### src/rtl/mem_access_ctrl_pkg.sv
// Shared constants and state encoding for the memory access controller.
package mem_access_ctrl_pkg;

    // Default geometry of the small memory block; the memory model uses these too.
    localparam int              DEF_ADDR_W  = 3;
    localparam int              DEF_DATA_W  = 3;
    localparam logic [2:0]      DEF_PATTERN = 3'b101;

    // Read-latency counter width; RD_LAT is limited to 1..4, so RD_LAT-1 fits in 2 bits.
    localparam int              CNT_W       = 2;

    typedef enum logic [2:0] {
        IDLE,
        H_WR,
        H_RD,
        H_WAIT,
        S_WR,
        S_RD,
        S_WAIT,
        S_END
    } state_t;

endpackage

### src/rtl/mem_access_ctrl_lat.sv
// Read-latency down-counter shared by the host-read and sweep-read paths.
module mem_rd_latency_ctr
    import mem_access_ctrl_pkg::*;
#(
    parameter int RD_LAT = 1
) (
    input  logic clk,
    input  logic rst,
    input  logic load,
    input  logic dec,
    output logic expire
);

    logic [CNT_W-1:0] cnt;

    // Load on the read-enable cycle, then count down to zero while waiting.
    always_ff @(posedge clk) begin
        if (rst)
            cnt <= '0;
        else if (load)
            cnt <= CNT_W'(RD_LAT - 1);
        else if (dec && cnt != '0)
            cnt <= cnt - 1'b1;
    end

    assign expire = (cnt == '0);

endmodule

### src/rtl/mem_access_ctrl.sv
// Host read/write front-end plus built-in write/readback sweep test for the small memory.
module mem_access_ctrl
    import mem_access_ctrl_pkg::*;
#(
    parameter int                ADDR_W  = DEF_ADDR_W,
    parameter int                DATA_W  = DEF_DATA_W,
    parameter int                RD_LAT  = 1,
    parameter logic [DATA_W-1:0] PATTERN = DATA_W'(DEF_PATTERN)
) (
    input  logic              clk,
    input  logic              rst,
    input  logic              req_valid,
    output logic              req_ready,
    input  logic              req_write,
    input  logic [ADDR_W-1:0] req_addr,
    input  logic [DATA_W-1:0] req_wdata,
    output logic              rsp_valid,
    output logic [DATA_W-1:0] rsp_rdata,
    input  logic              sweep_start,
    output logic              sweep_busy,
    output logic              sweep_done,
    output logic              sweep_pass,
    output logic [ADDR_W-1:0] sweep_fail_addr,
    output logic              mem_read_ctrl,
    output logic              mem_write_ctrl,
    output logic [ADDR_W-1:0] mem_address,
    output logic [DATA_W-1:0] mem_data_write,
    input  logic [DATA_W-1:0] mem_data_read
);

    state_t            state_q, state_d;
    logic [ADDR_W-1:0] addr_q;
    logic [DATA_W-1:0] wdata_q;
    logic [DATA_W-1:0] rdata_q;
    logic [DATA_W-1:0] exp_data;
    logic              cnt_load, cnt_dec, cnt_expire;
    logic              last_addr;

    assign exp_data  = DATA_W'(addr_q) ^ PATTERN;
    assign last_addr = (addr_q == '1);

    mem_rd_latency_ctr #(.RD_LAT(RD_LAT)) u_lat (
        .clk    (clk),
        .rst    (rst),
        .load   (cnt_load),
        .dec    (cnt_dec),
        .expire (cnt_expire)
    );

    // State register.
    always_ff @(posedge clk) begin
        if (rst) state_q <= IDLE;
        else     state_q <= state_d;
    end

    // Next-state and memory/handshake strobes, all decoded from the current state.
    always_comb begin
        state_d        = state_q;
        req_ready      = 1'b0;
        mem_read_ctrl  = 1'b0;
        mem_write_ctrl = 1'b0;
        mem_data_write = '0;
        rsp_valid      = 1'b0;
        sweep_done     = 1'b0;
        cnt_load       = 1'b0;
        cnt_dec        = 1'b0;
        case (state_q)
            IDLE: begin
                req_ready = 1'b1;
                if (req_valid)        state_d = req_write ? H_WR : H_RD;
                else if (sweep_start) state_d = S_WR;
            end
            H_WR: begin
                mem_write_ctrl = 1'b1;
                mem_data_write = wdata_q;
                state_d        = IDLE;
            end
            H_RD: begin
                mem_read_ctrl = 1'b1;
                cnt_load      = 1'b1;
                state_d       = H_WAIT;
            end
            H_WAIT: begin
                cnt_dec = 1'b1;
                if (cnt_expire) begin
                    rsp_valid = 1'b1;
                    state_d   = IDLE;
                end
            end
            S_WR: begin
                mem_write_ctrl = 1'b1;
                mem_data_write = exp_data;
                if (last_addr) state_d = S_RD;
            end
            S_RD: begin
                mem_read_ctrl = 1'b1;
                cnt_load      = 1'b1;
                state_d       = S_WAIT;
            end
            S_WAIT: begin
                cnt_dec = 1'b1;
                if (cnt_expire) state_d = last_addr ? S_END : S_RD;
            end
            S_END: begin
                sweep_done = 1'b1;
                state_d    = IDLE;
            end
            default: state_d = IDLE;
        endcase
    end

    // Address/data capture, read-data capture and sweep result tracking.
    always_ff @(posedge clk) begin
        if (rst) begin
            addr_q          <= '0;
            wdata_q         <= '0;
            rdata_q         <= '0;
            sweep_pass      <= 1'b0;
            sweep_fail_addr <= '0;
        end else begin
            case (state_q)
                IDLE: begin
                    if (req_valid) begin
                        addr_q  <= req_addr;
                        wdata_q <= req_wdata;
                    end else if (sweep_start) begin
                        addr_q          <= '0;
                        sweep_pass      <= 1'b1;
                        sweep_fail_addr <= '0;
                    end
                end
                H_WAIT: if (cnt_expire) rdata_q <= mem_data_read;
                // Increment wraps to 0 after the last write, ready for the readback pass.
                S_WR:   addr_q <= addr_q + 1'b1;
                S_WAIT: begin
                    if (cnt_expire) begin
                        // sweep_pass doubles as "no mismatch yet", so only the first one is recorded.
                        if (mem_data_read != exp_data && sweep_pass) begin
                            sweep_pass      <= 1'b0;
                            sweep_fail_addr <= addr_q;
                        end
                        if (!last_addr) addr_q <= addr_q + 1'b1;
                    end
                end
                default: ;
            endcase
        end
    end

    // Read data is presented in the strobe cycle itself and held afterwards.
    assign rsp_rdata   = rsp_valid ? mem_data_read : rdata_q;
    assign mem_address = addr_q;
    assign sweep_busy  = (state_q == S_WR) || (state_q == S_RD) ||
                         (state_q == S_WAIT) || (state_q == S_END);

endmodule

### config.mk
export PLATFORM = sky130hd
export DESIGN_NAME = mem_access_ctrl
export DESIGN_NICKNAME = d
export VERILOG_FILES = /design/src/rtl/mem_access_ctrl_pkg.sv /design/src/rtl/mem_access_ctrl_lat.sv /design/src/rtl/mem_access_ctrl.sv
export SDC_FILE = /design/constraint.sdc
export NUM_CORES = 1
export LEC_CHECK = 0
export BUFFER_PORTS_ARGS = -buffer_cell sky130_fd_sc_hd__buf_2
export CAP_MARGIN = 20
export CORE_MARGIN = 2
export CORE_UTILIZATION = 54
export CTS_CLUSTER_DIAMETER = 50
export CTS_CLUSTER_SIZE = 25
export DETAILED_ROUTE_END_ITERATION = 6
export GPL_TIMING_DRIVEN = 0
export MAX_ROUTING_LAYER = met4
export PLACE_DENSITY_LB_ADDON = 0.3
export REMOVE_ABC_BUFFERS = 1
export SYNTH_ARGS = -nofsm -noshare
export SYNTH_HDL_FRONTEND = slang
export SYNTH_SLANG_ARGS = --single-unit
### constraint.sdc
create_clock -name clk -period 3.3 [get_ports clk]
set_clock_uncertainty 0.05 [all_clocks]
set_input_delay 0.33 -clock clk [delete_from_list [all_inputs] [get_ports clk]]
set_output_delay 0.33 -clock clk [all_outputs]
set_load 0.1 [all_outputs]
## After elaboration in Yosys (flattened, before gate mapping)

Index checks and enable logic that the tools add are counted.

- Multiplexer cells: 31
- Reductions and logical operators: 20
- Bitwise operators: 1
- Eq/ne operators: 17
- $add $sub $neg: 2

Operator list:

| kind | count |
|---|---|
| $mux 3 | 13 |
| $pmux 3 s7 | 1 |
| $eq 3x3->1 const B | 5 |
| $ne 2x2->1 const B | 7 |
| $pmux 3 s2 | 2 |
| $mux 1 | 11 |
| $reduce_or 2->1 | 5 |
| $pmux 3 s3 | 1 |
| $reduce_and 4->1 | 2 |
| $eq 3x2->1 const B | 2 |
| $reduce_and 5->1 | 1 |
| $mux 2 | 2 |
| $reduce_and 2->1 | 2 |
| $reduce_bool 2->1 | 2 |
| $add 3x1->3 const B | 1 |
| $eq 3x1->1 const B | 1 |
| $logic_not 3->1 | 1 |
| $logic_or 1x1->1 | 3 |
| $ne 3x3->1 | 1 |
| $ne 3x3->1 const B | 1 |
| $reduce_bool 3->1 | 1 |
| $logic_and 1x1->1 | 2 |
| $logic_not 2->1 | 1 |
| $not 2->2 | 1 |
| other kinds (2) | 2 |

- Logic and storage cells: 78
- Input port bits: 14
- Output and inout bits: 19
- Flip-flop bits (word level): 18

## Depth between registers and ports, before layout

- Depth after elaboration: 6
- Gate-level depth with buffers: 7
- Depth with buffers taken out: 6

## Modules after synthesis

Synthesis repeated with hierarchy kept, for this count alone.

- Cell total of the unflattened synthesis: 126
- Area total of the unflattened synthesis: 1061.0 um^2

Modules (own cells, without submodules):

| module | area each (um^2) | seq. area each (um^2) | cells an instance | times used |
|---|---|---|---|---|
| mem_access_ctrl | 952.2 | 320.3 | 116 | 1 |
| mem_rd_latency_ctr | 108.9 | 40.0 | 10 | 1 |

## Worst setup path after synthesis

Ideal clock, no wire load.

- Path kind: reg2out
- Start: register state_q[1]
- End: output port req_ready
- Path buffers: 2
- Path slack: 176 ps
- Cell stages (with the launch flop): 4
- Required time: 2920 ps
- Data arrival time: 2744 ps
- Cells stage by stage: dfxtp_1 -> buf_2 -> buf_2 -> nor3_1

- Cells in the longest elaborated chain, start to end: 2

Ends and longest elaborated chain:

| what | line | text |
|---|---|---|
| from (decl) | mem_access_ctrl.sv:31 | `state_t state_q, state_d;` |
| from (signal assigned) | mem_access_ctrl.sv:53 | `else state_q <= state_d;` |
| $logic_not 3->1 | mem_access_ctrl.sv:67 | `case (state_q)` |
| $mux 1 | mem_access_ctrl.sv:67 |  |
| to (decl) | mem_access_ctrl.sv:13 | `output logic req_ready,` |

Every way passes these cells.

## Final worst setup path

- Start: register state_q[0]
- End: output port rsp_rdata[0]

- Cells in the longest elaborated chain, start to end: 3

Ends and longest elaborated chain:

| what | line | text |
|---|---|---|
| $eq 3x2->1 | mem_access_ctrl.sv:67 |  |
| $mux 1 | mem_access_ctrl.sv:67 |  |
| $mux 3 | mem_access_ctrl.sv:151 | `assign rsp_rdata = rsp_valid ? mem_data_read : rdata_q;` |
| to (decl) | mem_access_ctrl.sv:18 | `output logic [DATA_W-1:0] rsp_rdata,` |

Every way passes these cells.

==> metrics.md <==
| Metric | Value |
|---|---|
| Count leader, synth | dfxtp_1 |
| Core Area | 1922 µm² |
| Detailed Route WL | 2.494 mm |
| Layout net count | 177 |
| VDD IR-drop max | 0.5047 mV |
| Final Util | 0.6549 |
| Worst-margin pin slew | 753.7 ps |
| Buffers & Inverters on Critical Path | 1 |
| Ys async rst share | 0 |
| Post-synth cell types | 41 |
| Postcts setup bufs | 0 |
| DR pass1 iterations | 4 |
| Synthesized area | 1072 µm² |
| Critical path launch point type | register |
| Placer Congestion | 0.8421 |
| Pwr Density | 612.8 nW/µm² |
| Clock Latency Late Sink | 300 ps |
| CTS sink count | 18 |
| Final Cycle Share | 0.8158 |
| CP required | 2920 ps |
| Outcome | finished, final reports clean |
| Max-slew headroom | 0.4968 |
| Initial antenna violation count | 0 |
| H-tree depth | 1 |
| Slew Viols, Final | 0 |
| Area fraction of the dominant cell type after synthesis | 0.3361 |
| Synthesis Warnings | 0 |
| Die Y | 48.56 µm |
| Placed Instances | 182 |
| Grt ovf | 0 |
| GRT Total Usage | 0.2356 |
| Maxcap violations | 0 |
| Family with the most delay on the worst path | flip-flops |
| CTS tree | done |
| Critical path class | register to output pin |
| Rows | 16 |
| Pre-CTS worst setup slack | 995.0 ps |
| CP endpoint kind | output pin |
| Largest net degree at the start of global routing | 24 |
| Diodes inserted | 0 |
| HP Class | input port to register |
| Max clock buf depth | 2 |
| Post-synthesis sequential area ratio | 0.3361 |
| Via density per instance | 5.575 |
| Largest cells by area after synthesis | dfxtp_1 (34%), a21oi_1 (5.1%), mux2_1 (4.2%), nor2_1 (3.9%), ha_1 (3.5%) |
| Initial drt markers | 23 |
| PostCTS Resize Cnt | 0 |
| Initial core utilization | 0.5579 |
| Achievable Freq | 371.5 MHz |
| Vias | 1037 |
| Final WS setup | 608.0 ps |
| Fin. Hold Viols | 0 |
| Slowest stage cell, crit path | dfxtp_1 |
| DIE AREA | 2358 µm² |
| Final cell count without fillers | 186 |
| Total power | 771.4 µW |
| Synth Flop Type | dfxtp_1 |
| Drt wl/cell | 13.41 µm |
| Yosys reg bits | 18 |
| EDFF count, synth | 0 |
| I/O pin count | 33 |
| Area Growth Syn to Fin | 17.39% |
| Post-DP HPWL | 1.837 mm |
| Clock tree root driver cell | clkbuf_4 |
| Yosys top cell by area | dfxtp_1 |
| Vias in the first global route | 928 |
| Final Setup Violations | 0 |
| Crit-path cells | and2b_1 > nand3_2 > mux2_1 > buf_2 |
| Global-route wire length before repair | 4.257 mm |
| Post-Syn Area per Cell | 8.123 µm² |
| Die W | 48.56 µm |
| Critical path's largest stage delay | 740 ps |
| Share of cells above drive strength 1 | 0.2516 |
| Leak Pwr | 0.0005662 µW |
| Crit-path max FO | 21 |
| CTS Buf Count | 3 |
| Clock Pin Slew Worst Setup and Hold Paths | 110 ps |
| Gate count after technology mapping | 132 |
| RSZ-0062 raised after global routing | no |
| Final ANT Viol Nets | 0 |
| Cts hold-fix bufs | 0 |
| PortBufs | 32 |
| Final min period | 2692 ps |
| Residual DRC | 0 |
| CP Data Arrival Time | 2310 ps |
| Most frequent cells after synthesis | dfxtp_1 (18), a21oi_1 (11), nor2_1 (11), inv_1 (9), nand2_1 (8) |
## final timing paths
path	startpoint	endpoint	slack, ps	depth (start not counted)
worst min-delay path	req_wdata[2]	wdata_q[2]	200	3
worst max-delay path	state_q[0]	rsp_rdata[0]	610	4
worst min register to register	sweep_fail_addr[2]	sweep_fail_addr[2]	400	2
worst max register to register	state_q[0]	rdata_q[0]	1300	4
## report_power, final
group / total [µW] / leakage, µW / switching [µW] / internal [µW]
sequential: 278 / 0.000147 / 43.6 / 234
combinational: 353 / 0.000399 / 274 / 79.0
clock: 140 / 0.0000210 / 73.0 / 67.4
total: 771 / 0.000566 / 391 / 380
## cell families (layout without fill, tap and decap cells)
group | after synthesis | count (layout) | synth area share
xor gates and xnor gates | 3 | 3 | 0.02451
adders and majority gates | 3 | 3 | 0.03501
muxes | 7 | 7 | 0.07001
and+or+nand+nor | 43 | 43 | 0.2252
DFF | 18 | 18 | 0.3361
AOI/OAI and AO/OA | 40 | 40 | 0.2369
buffers and inverters | 18 | 45 | 0.07234
## layer usage
metal | vias to the layer above | part of all wire | wire (µm) | track usage
li1 | 526 | - | - | -
met1 | 481 | 0.43 | 1061 | 0.2818
met2 | 27 | 0.52 | 1301 | 0.4097
met3 | 3 | 0.046 | 115 | 0.04630
met4 | 0 | 0.0060 | 15 | 0.05714
met5 | - | 0 | 0 | -
## state kept, by name (all words and copies together), names as in the netlist
register / flops
sweep_fail_addr: 3
u_lat.cnt: 2
sweep_pass: 1
wdata_q: 3
mem_address: 3
rdata_q: 3
state_q: 3
## layout make-up
class                           instances  area [µm²]
Tap cell                               27       33.78
Fill cell                             190       663.1
Inverter                                9       33.78
Clock buffer                            4       36.28
Timing Repair Buffer                   32       160.2
Multi-Input combinational cell         96       634.4
Sequential cell                        18       360.3
## through the flow
step | TNS (ps) | hold WS, ps | cell area [µm²]
floorplan | -360.8 | 349.1 | 1028
global placement | 0 | 387.6 | 1222
detailed placement | 0 | 388.9 | 1222
CTS | 0 | 207.6 | 1259
global route | 0 | 203.5 | 1259
finish | 0 | 203.3 | 1259
## layout by cell type (no fill, tap or decap), types with 4 or more instances in the layout
cell and instances:
nand2_1 8, o21ai_0 6, dfxtp_1 18, a21oi_1 11, inv_1 9, o21ai_1 4, nor2_1 11, mux2_1 4
nor3_1 4, buf_2 32
## worst min-delay path, stage by stage
cell	delay, ps
buf_2	80
mux2i_1	50
nor2_1	70
No activity file was read; power rests on OpenSTA's default activity.
